## config.mk

```make
export PLATFORM = sky130hd
export DESIGN_NAME = acs_metric_update
export DESIGN_NICKNAME = d
export VERILOG_FILES = /design/src/rtl/acs_metric_update.sv
export SDC_FILE = /design/constraint.sdc
export NUM_CORES = 1
export LEC_CHECK = 0
export CORE_MARGIN = 1.5
export CORE_UTILIZATION = 30
export DETAILED_ROUTE_END_ITERATION = 10
export PLACE_DENSITY = 0.49
export SYNTH_ARGS = -nofsm -noshare
export SYNTH_HDL_FRONTEND = slang
export SYNTH_SLANG_ARGS = --single-unit
export TNS_END_PERCENT = 20
```

## constraint.sdc

```tcl
create_clock -name Clock1 -period 6.89 [get_ports Clock1]
set_input_delay 1.7225 -clock Clock1 [delete_from_list [all_inputs] [get_ports Clock1]]
set_output_delay 1.7225 -clock Clock1 [all_outputs]
set_load 0.005 [all_outputs]
```

## src/rtl/acs_metric_update.sv

```systemverilog
// acs_metric_update: add-compare-select engine of the K=9, rate-1/2 Viterbi decoder.
// Each accepted symbol runs one 256-state trellis step as 64 write cycles of 4 metrics,
// reading old metrics from and writing new metrics to the ping-pong metric memory.
// Optional build macro ACS_NORM_EN: when every metric written in a step has its MSB set,
// the next step subtracts 2^(WD_METR-1) from each read metric before the add.
module acs_metric_update #(
  parameter int unsigned WD_METR = 8,
  parameter int unsigned N_ACS   = 4,
  parameter int unsigned WD_BM   = 4,
  parameter logic [8:0]  G0      = 9'o561,
  parameter logic [8:0]  G1      = 9'o753
) (
  input  logic                           Clock1,
  input  logic                           Reset,
  input  logic                           Active,
  input  logic                           SymValid,
  input  logic [4*WD_BM-1:0]             SymBM,
  output logic                           SymReady,
  output logic [4:0]                     MMReadAddress,
  input  logic [2*N_ACS*WD_METR-1:0]     MMPathMetric,
  output logic [5:0]                     MMWriteAddress,
  output logic [N_ACS*WD_METR-1:0]       MMMetric,
  output logic                           MMWriteEnable,
  output logic                           MMBlockSelect,
  output logic [N_ACS-1:0]               SurvBits,
  output logic                           SurvValid,
  output logic                           StepDone
);

  localparam int unsigned N_RD   = 2 * N_ACS;
  localparam int unsigned WD_SUM = WD_METR + 1;

  localparam logic [1:0] IDLE  = 2'd0;
  localparam logic [1:0] RUN   = 2'd1;
  localparam logic [1:0] FLUSH = 2'd2;

  localparam logic [5:0] CNT_LAST = 6'd63;

  logic [1:0]                 r_state, w_state_nxt;
  logic [5:0]                 r_cnt, w_cnt_nxt;
  logic [4*WD_BM-1:0]         r_bm, w_bm_nxt;
  logic [5:0]                 r_waddr, w_waddr_nxt;
  logic [N_ACS*WD_METR-1:0]   r_metric, w_metric_nxt;
  logic [N_ACS-1:0]           r_surv, w_surv_nxt;
  logic                       r_we, w_we_nxt;
  logic                       r_done, w_done_nxt;
  logic                       r_bsel, w_bsel_nxt;
  logic                       r_ready, w_ready_nxt;

  logic [N_RD*WD_METR-1:0]    w_pm;
  logic [N_ACS*WD_METR-1:0]   w_m0, w_m1, w_acs_metric;
  logic [2*N_ACS-1:0]         w_l0, w_l1;
  logic [N_ACS-1:0]           w_acs_surv;
  logic [4:0]                 w_r;
  logic                       w_phase;

`ifdef ACS_NORM_EN
  logic                       r_norm, w_norm_nxt;
  logic                       r_all_msb, w_all_msb_nxt;
  logic [N_ACS-1:0]           w_acs_msb;
`endif

  // Encoder output pair {c0,c1} for the transition from predecessor p with input bit u.
  function automatic logic [1:0] branch_label(input logic u, input logic [7:0] p);
    logic [8:0] v;
    v = {u, p};
    return {^(v & G0), ^(v & G1)};
  endfunction

  // Path metric plus branch metric, clamped at the all-ones metric value.
  function automatic logic [WD_METR-1:0] sat_add(input logic [WD_METR-1:0] pm,
                                                 input logic [WD_BM-1:0]   bm);
    logic [WD_SUM-1:0] s;
    s = WD_SUM'(pm) + WD_SUM'(bm);
    return s[WD_METR] ? {WD_METR{1'b1}} : s[WD_METR-1:0];
  endfunction

  assign w_r     = r_cnt[5:1];
  assign w_phase = r_cnt[0];

  // Unpack the read word, optionally rebasing every metric down by half range.
  always_comb begin
    w_pm = MMPathMetric;
`ifdef ACS_NORM_EN
    if (r_norm) begin
      for (int unsigned k = 0; k < N_RD; k++) begin
        if (w_pm[k*WD_METR + WD_METR - 1])
          w_pm[k*WD_METR + WD_METR - 1 +: 1] = 1'b0;
        else
          w_pm[k*WD_METR +: WD_METR] = '0;
      end
    end
`endif
  end

  // Four butterflies-worth of add-compare-select; successor 4r+i (+128 in phase 1).
  always_comb begin
    w_l0         = '0;
    w_l1         = '0;
    w_m0         = '0;
    w_m1         = '0;
    w_acs_metric = '0;
    w_acs_surv   = '0;
    for (int unsigned i = 0; i < N_ACS; i++) begin
      w_l0[2*i +: 2] = branch_label(w_phase, {w_r, 2'(i), 1'b0});
      w_l1[2*i +: 2] = branch_label(w_phase, {w_r, 2'(i), 1'b1});
      w_m0[i*WD_METR +: WD_METR] =
        sat_add(w_pm[(2*i)*WD_METR +: WD_METR], r_bm[32'(w_l0[2*i +: 2]) * WD_BM +: WD_BM]);
      w_m1[i*WD_METR +: WD_METR] =
        sat_add(w_pm[(2*i+1)*WD_METR +: WD_METR], r_bm[32'(w_l1[2*i +: 2]) * WD_BM +: WD_BM]);
      // Ties keep the even predecessor.
      w_acs_surv[i +: 1] = (w_m1[i*WD_METR +: WD_METR] < w_m0[i*WD_METR +: WD_METR]);
      w_acs_metric[i*WD_METR +: WD_METR] = w_acs_surv[i +: 1] ? w_m1[i*WD_METR +: WD_METR]
                                                              : w_m0[i*WD_METR +: WD_METR];
    end
  end

`ifdef ACS_NORM_EN
  // MSB of each metric produced this cycle, for the all-high tracking flag.
  always_comb begin
    w_acs_msb = '0;
    for (int unsigned i = 0; i < N_ACS; i++)
      w_acs_msb[i +: 1] = w_acs_metric[i*WD_METR + WD_METR - 1 +: 1];
  end
`endif

  // Next-state and next-output decode for the IDLE/RUN/FLUSH sequencer.
  always_comb begin
    w_state_nxt  = r_state;
    w_cnt_nxt    = r_cnt;
    w_bm_nxt     = r_bm;
    w_waddr_nxt  = r_waddr;
    w_metric_nxt = r_metric;
    w_surv_nxt   = r_surv;
    w_we_nxt     = 1'b0;
    w_done_nxt   = 1'b0;
    w_bsel_nxt   = r_bsel;
    w_ready_nxt  = r_ready;
`ifdef ACS_NORM_EN
    w_norm_nxt    = r_norm;
    w_all_msb_nxt = r_all_msb;
`endif
    case (r_state)
      IDLE: begin
        if (SymValid) begin
          w_state_nxt = RUN;
          w_cnt_nxt   = '0;
          w_bm_nxt    = SymBM;
          w_ready_nxt = 1'b0;
`ifdef ACS_NORM_EN
          w_all_msb_nxt = 1'b1;
`endif
        end
      end
      RUN: begin
        w_cnt_nxt    = r_cnt + 6'd1;
        w_we_nxt     = 1'b1;
        w_waddr_nxt  = {w_phase, w_r};
        w_metric_nxt = w_acs_metric;
        w_surv_nxt   = w_acs_surv;
`ifdef ACS_NORM_EN
        w_all_msb_nxt = r_all_msb & (&w_acs_msb);
`endif
        if (r_cnt == CNT_LAST)
          w_state_nxt = FLUSH;
      end
      FLUSH: begin
        w_state_nxt = IDLE;
        w_done_nxt  = 1'b1;
        w_bsel_nxt  = ~r_bsel;
        w_ready_nxt = 1'b1;
`ifdef ACS_NORM_EN
        w_norm_nxt  = r_all_msb;
`endif
      end
      default: begin
        w_state_nxt = IDLE;
        w_ready_nxt = 1'b1;
      end
    endcase
  end

  // State register; Active=0 freezes the sequencer.
  always_ff @(posedge Clock1) begin
    if (Reset)
      r_state <= IDLE;
    else if (Active)
      r_state <= w_state_nxt;
  end

  // Counter, latched branch metrics and registered memory/decision outputs.
  always_ff @(posedge Clock1) begin
    if (Reset) begin
      r_cnt    <= '0;
      r_bm     <= '0;
      r_waddr  <= '0;
      r_metric <= '0;
      r_surv   <= '0;
      r_we     <= 1'b0;
      r_done   <= 1'b0;
      r_bsel   <= 1'b0;
      r_ready  <= 1'b1;
`ifdef ACS_NORM_EN
      r_norm    <= 1'b0;
      r_all_msb <= 1'b0;
`endif
    end else if (Active) begin
      r_cnt    <= w_cnt_nxt;
      r_bm     <= w_bm_nxt;
      r_waddr  <= w_waddr_nxt;
      r_metric <= w_metric_nxt;
      r_surv   <= w_surv_nxt;
      r_we     <= w_we_nxt;
      r_done   <= w_done_nxt;
      r_bsel   <= w_bsel_nxt;
      r_ready  <= w_ready_nxt;
`ifdef ACS_NORM_EN
      r_norm    <= w_norm_nxt;
      r_all_msb <= w_all_msb_nxt;
`endif
    end
  end

  assign SymReady       = r_ready;
  assign MMReadAddress  = r_cnt[5:1];
  assign MMWriteAddress = r_waddr;
  assign MMMetric       = r_metric;
  assign MMWriteEnable  = r_we;
  assign SurvValid      = r_we;
  assign SurvBits       = r_surv;
  assign MMBlockSelect  = r_bsel;
  assign StepDone       = r_done;

endmodule

```

==> impl_metrics.toml <==
[clock_tree]
cts_root_buffer = "clkbuf_16"
htreeDepth = 3
cts_made_buffers = 9
post_cts_resized = 0
ctsHoldBuffers = 0
cts.sinks = 70
clk_pin_slew_worst_paths_ps = 60
worstSkewPairLatency_ps = 350
cts_tree = "done"
clk_path_buf_depth = 2
cts_setup_buffers = 0

[grt]
grt.total_usage = 0.175
grt_pass1_wl_um = 29800
grt_pass1_vias = 5761
grt_max_degree = 44
antenna_found_initial = 0
grt.overflow.total = 0

[yosys]
syn-num-nets = 920
synth_cells = 765
syn_area_mm2 = 0.00619
synth_seq_cells = 70
synth.avg_cell_area_um2 = 8.10
synth_flop_cell = "dfxtp_1"
seq_area_frac_synth = 0.226
yosysUniqueCellTypes = 78
yosys_warnings = 0
synthArstFlopShare = 0
synth-edff-count = 0

[power]
p_int_w = 0.000873
p_per_area_mw_per_mm2 = 165
peakVddDrop_mv = 0.110
power.share.switching = 0.344
p_sw_w = 0.000459
comb_power_share = 0.337
p_leak_nw = 3.22
clockPowerShare = 0.336
pwr-share-seq = 0.327

[timing]
hold_viol = 0
relSlewSlack = 0.272
setup_tns_ps = 0
period_share = 0.844
clock.fmax_mhz = 172
final-setup-viol-count = 0
skew_ps = 8.58
rsz0062_at_grt = "false"
finalMaxSlewViolations = 0
tightest_slew_ps = 1090
final.min_clock_period_ps = 5810

[critical_path]
arrival_ps = 6070
cpMostUsedCell = "ha_1"
slowest_stage = "xnor2_2"
required_ps = 7140
critical_path_class = "flip-flop to flip-flop"
path_max_fanout = 8
critPathLaunchType = "flip-flop"
crit_chain = "ha_1 -> xor2_2 -> xnor2_2 -> mux2i_1 -> mux2i_1 -> ha_1 -> inv_1 -> fa_1 -> nand2b_1 -> a21oi_1 -> nand2b_1 -> o21ai_0 -> ha_1 -> a211o_1 -> a21oi_1 -> nand2_1 -> o311ai_2 -> o311ai_1 -> a311oi_1"
cpPeakStageDelay_ps = 560
cp-end-kind = "flip-flop"

[placement]
io_buffers = 135
gp_congestion = 0.829
dp_hpwl_um = 14900

[routing]
drt_iter0_markers = 268
wirelength_um = 18800
first_pass_iters = 5
via_per_inst = 5.10
wl_per_cell_um = 16.2
drc = 0
vias = 5921
antenna_left = 0

[final_layout]
antenna_cells = 0
post-route-util = 0.398
multi_input_area_mm2 = 0.00455
area_growth_pct = 30.1
nFillCells = 2132
nets = 1042
final_layout_size_suffix_gt1_frac = 0.0650
regArea_mm2 = 0.00140

[die]
die_area_mm2 = 0.0215
die_w_um = 147
floorplan.initialDensity = 0.306
die_h_um = 147
ios = 136
rows = 52
coreArea_mm2 = 0.0202

[run]
cap_violations = 0

[min_path]
worstHoldPathType = "flip-flop to flip-flop"

[outcome]
status = "finished, final reports clean"
-- cells in the mapped netlist (all sizes together), types with 3 or more instances --
cell type	instances	area (um2)
nor3	18	90.1
a32o	6	60.1
o21bai	8	60.1
a211o	9	78.8
nand4	9	62.6
and3	8	51.3
dfxtp	70	1400
o22ai	3	18.8
inv	29	109
o21ai	36	180
a31oi	4	25.0
nand2b	19	119
nor2b	10	62.6
o221ai	3	50.1
a31o	3	26.3
a21o	7	52.6
o21a	10	75.1
clkbuf	16	60.1
o311ai	3	33.8
fa	8	160
nor3b	7	52.6
o31ai	3	22.5
xnor2	7	83.8
mux2	5	56.3
a211oi	24	208
nand3b	5	37.5
nor4	4	25.0
nand2	90	338
o211ai	6	45.0
a21oi	48	240
mux2i	38	380
nor2	80	313
a311oi	6	52.6
nand3	29	145
or2	9	56.3
a2111oi	7	96.4
xor2	13	140
buf	13	81.3
ha	63	788
-- logic make-up (layout without fill, tap and decap cells) --
| logic type | after synthesis | after routing | synth area share |
|---|---|---|---|
| XOR/XNOR | 20 | 20 | 0.0362 |
| buffers and inverters | 58 | 185 | 0.0404 |
| flip-flops | 70 | 70 | 0.226 |
| adder cells (fa/ha/maj) | 71 | 71 | 0.153 |
| AND/OR/NAND/NOR | 296 | 296 | 0.228 |
| multiplexers | 43 | 43 | 0.0705 |
| AO/OA/AOI/OAI | 207 | 207 | 0.246 |
-- power groups by stage --
stage	clock network (W)	registers [W]	logic, W
after floorplan	0	0.000441	0.000290
after global placement	0	0.000444	0.000453
after detailed placement	0	0.000444	0.000450
after CTS	0.000463	0.000435	0.000452
after global routing	0.000477	0.000437	0.000505
final	0.000448	0.000435	0.000448
-- final cells by class --
type | instances | area share
timing repair buffer | 140 | 0.172
tap | 270 | 0.0419
clock buffer | 10 | 0.0284
multi-input combinational | 637 | 0.565
inverter | 29 | 0.0135
clock inverter | 6 | 0.00575
sequential | 70 | 0.174
-- critical path, delay by kind of cell (launching register included) --
kind,cells,cell delay (ps)
AOI/OAI and AO/OA,7,2130
xor gates and xnor gates,2,770
adders and majority gates,4,1240
buffers and inverters,1,60
DFF,1,450
muxes,2,480
and+or+nand+nor,3,570
-- layout by cell type (no fill, tap or decap), types with 5 or more instances in the layout --
cell / n
clkdlybuf4s50_1: 134
nand2_1: 90
nor2_1: 74
dfxtp_1: 70
ha_1: 63
a21oi_1: 48
mux2i_1: 38
o21ai_0: 32
nand3_1: 29
inv_1: 29
a211oi_1: 20
nand2b_1: 19
nor3_1: 18
xor2_1: 11
nor2b_1: 10
o21a_1: 10
a211o_1: 9
clkbuf_16: 9
o21bai_1: 8
nand4_1: 8
fa_1: 8
and3_1: 7
nor3b_1: 7
a21o_1: 7
o211ai_1: 6
a311oi_1: 6
a32o_1: 6
mux2_2: 5
or2_2: 5
nand3b_1: 5
nor2_2: 5
buf_4: 5
-- flip-flops by register name (all words and copies together), names as in the netlist --
name and flops:
MMBlockSelect 1, MMMetric 32, MMWriteAddress 6, MMWriteEnable 1
StepDone 1, SurvBits 4, SymReady 1, r_bm 16
r_cnt 6, r_state 2
-- worst paths after layout --
check              startpoint      endpoint  slack, ps  depth (start not counted)
hold / removal    MMMetric[5]   MMMetric[5]        450                          2
hold reg to reg   MMMetric[5]   MMMetric[5]        450                          2
setup / recovery     r_cnt[4]  MMMetric[15]       1080                         19
setup reg to reg     r_cnt[4]  MMMetric[15]       1080                         19
-- through the flow --
stage / instances / power [W] / area, um2 / hold slack [ps] / worst slack, ps
after floorplan: 765 / 0.000732 / 6190 / 443 / 1920
after global placement: 1146 / 0.000897 / 7780 / 447 / 974
after detailed placement: 1146 / 0.000894 / 7780 / 450 / 1040
after CTS: 1162 / 0.00135 / 8060 / 459 / 1100
after global routing: 1162 / 0.00142 / 8060 / 479 / 521
final: 1162 / 0.00133 / 8060 / 451 / 1080
-- metal layers --
metal,up-vias,share of wire,track usage,wire (um)
met5,-,0,0,0
met4,0,0.0076,0.0318,142
met3,10,0.050,0.0366,931
met2,126,0.47,0.292,8740
met1,2723,0.48,0.235,8960
li1,3062,-,-,-
Power figures use the tool's default switching activity.
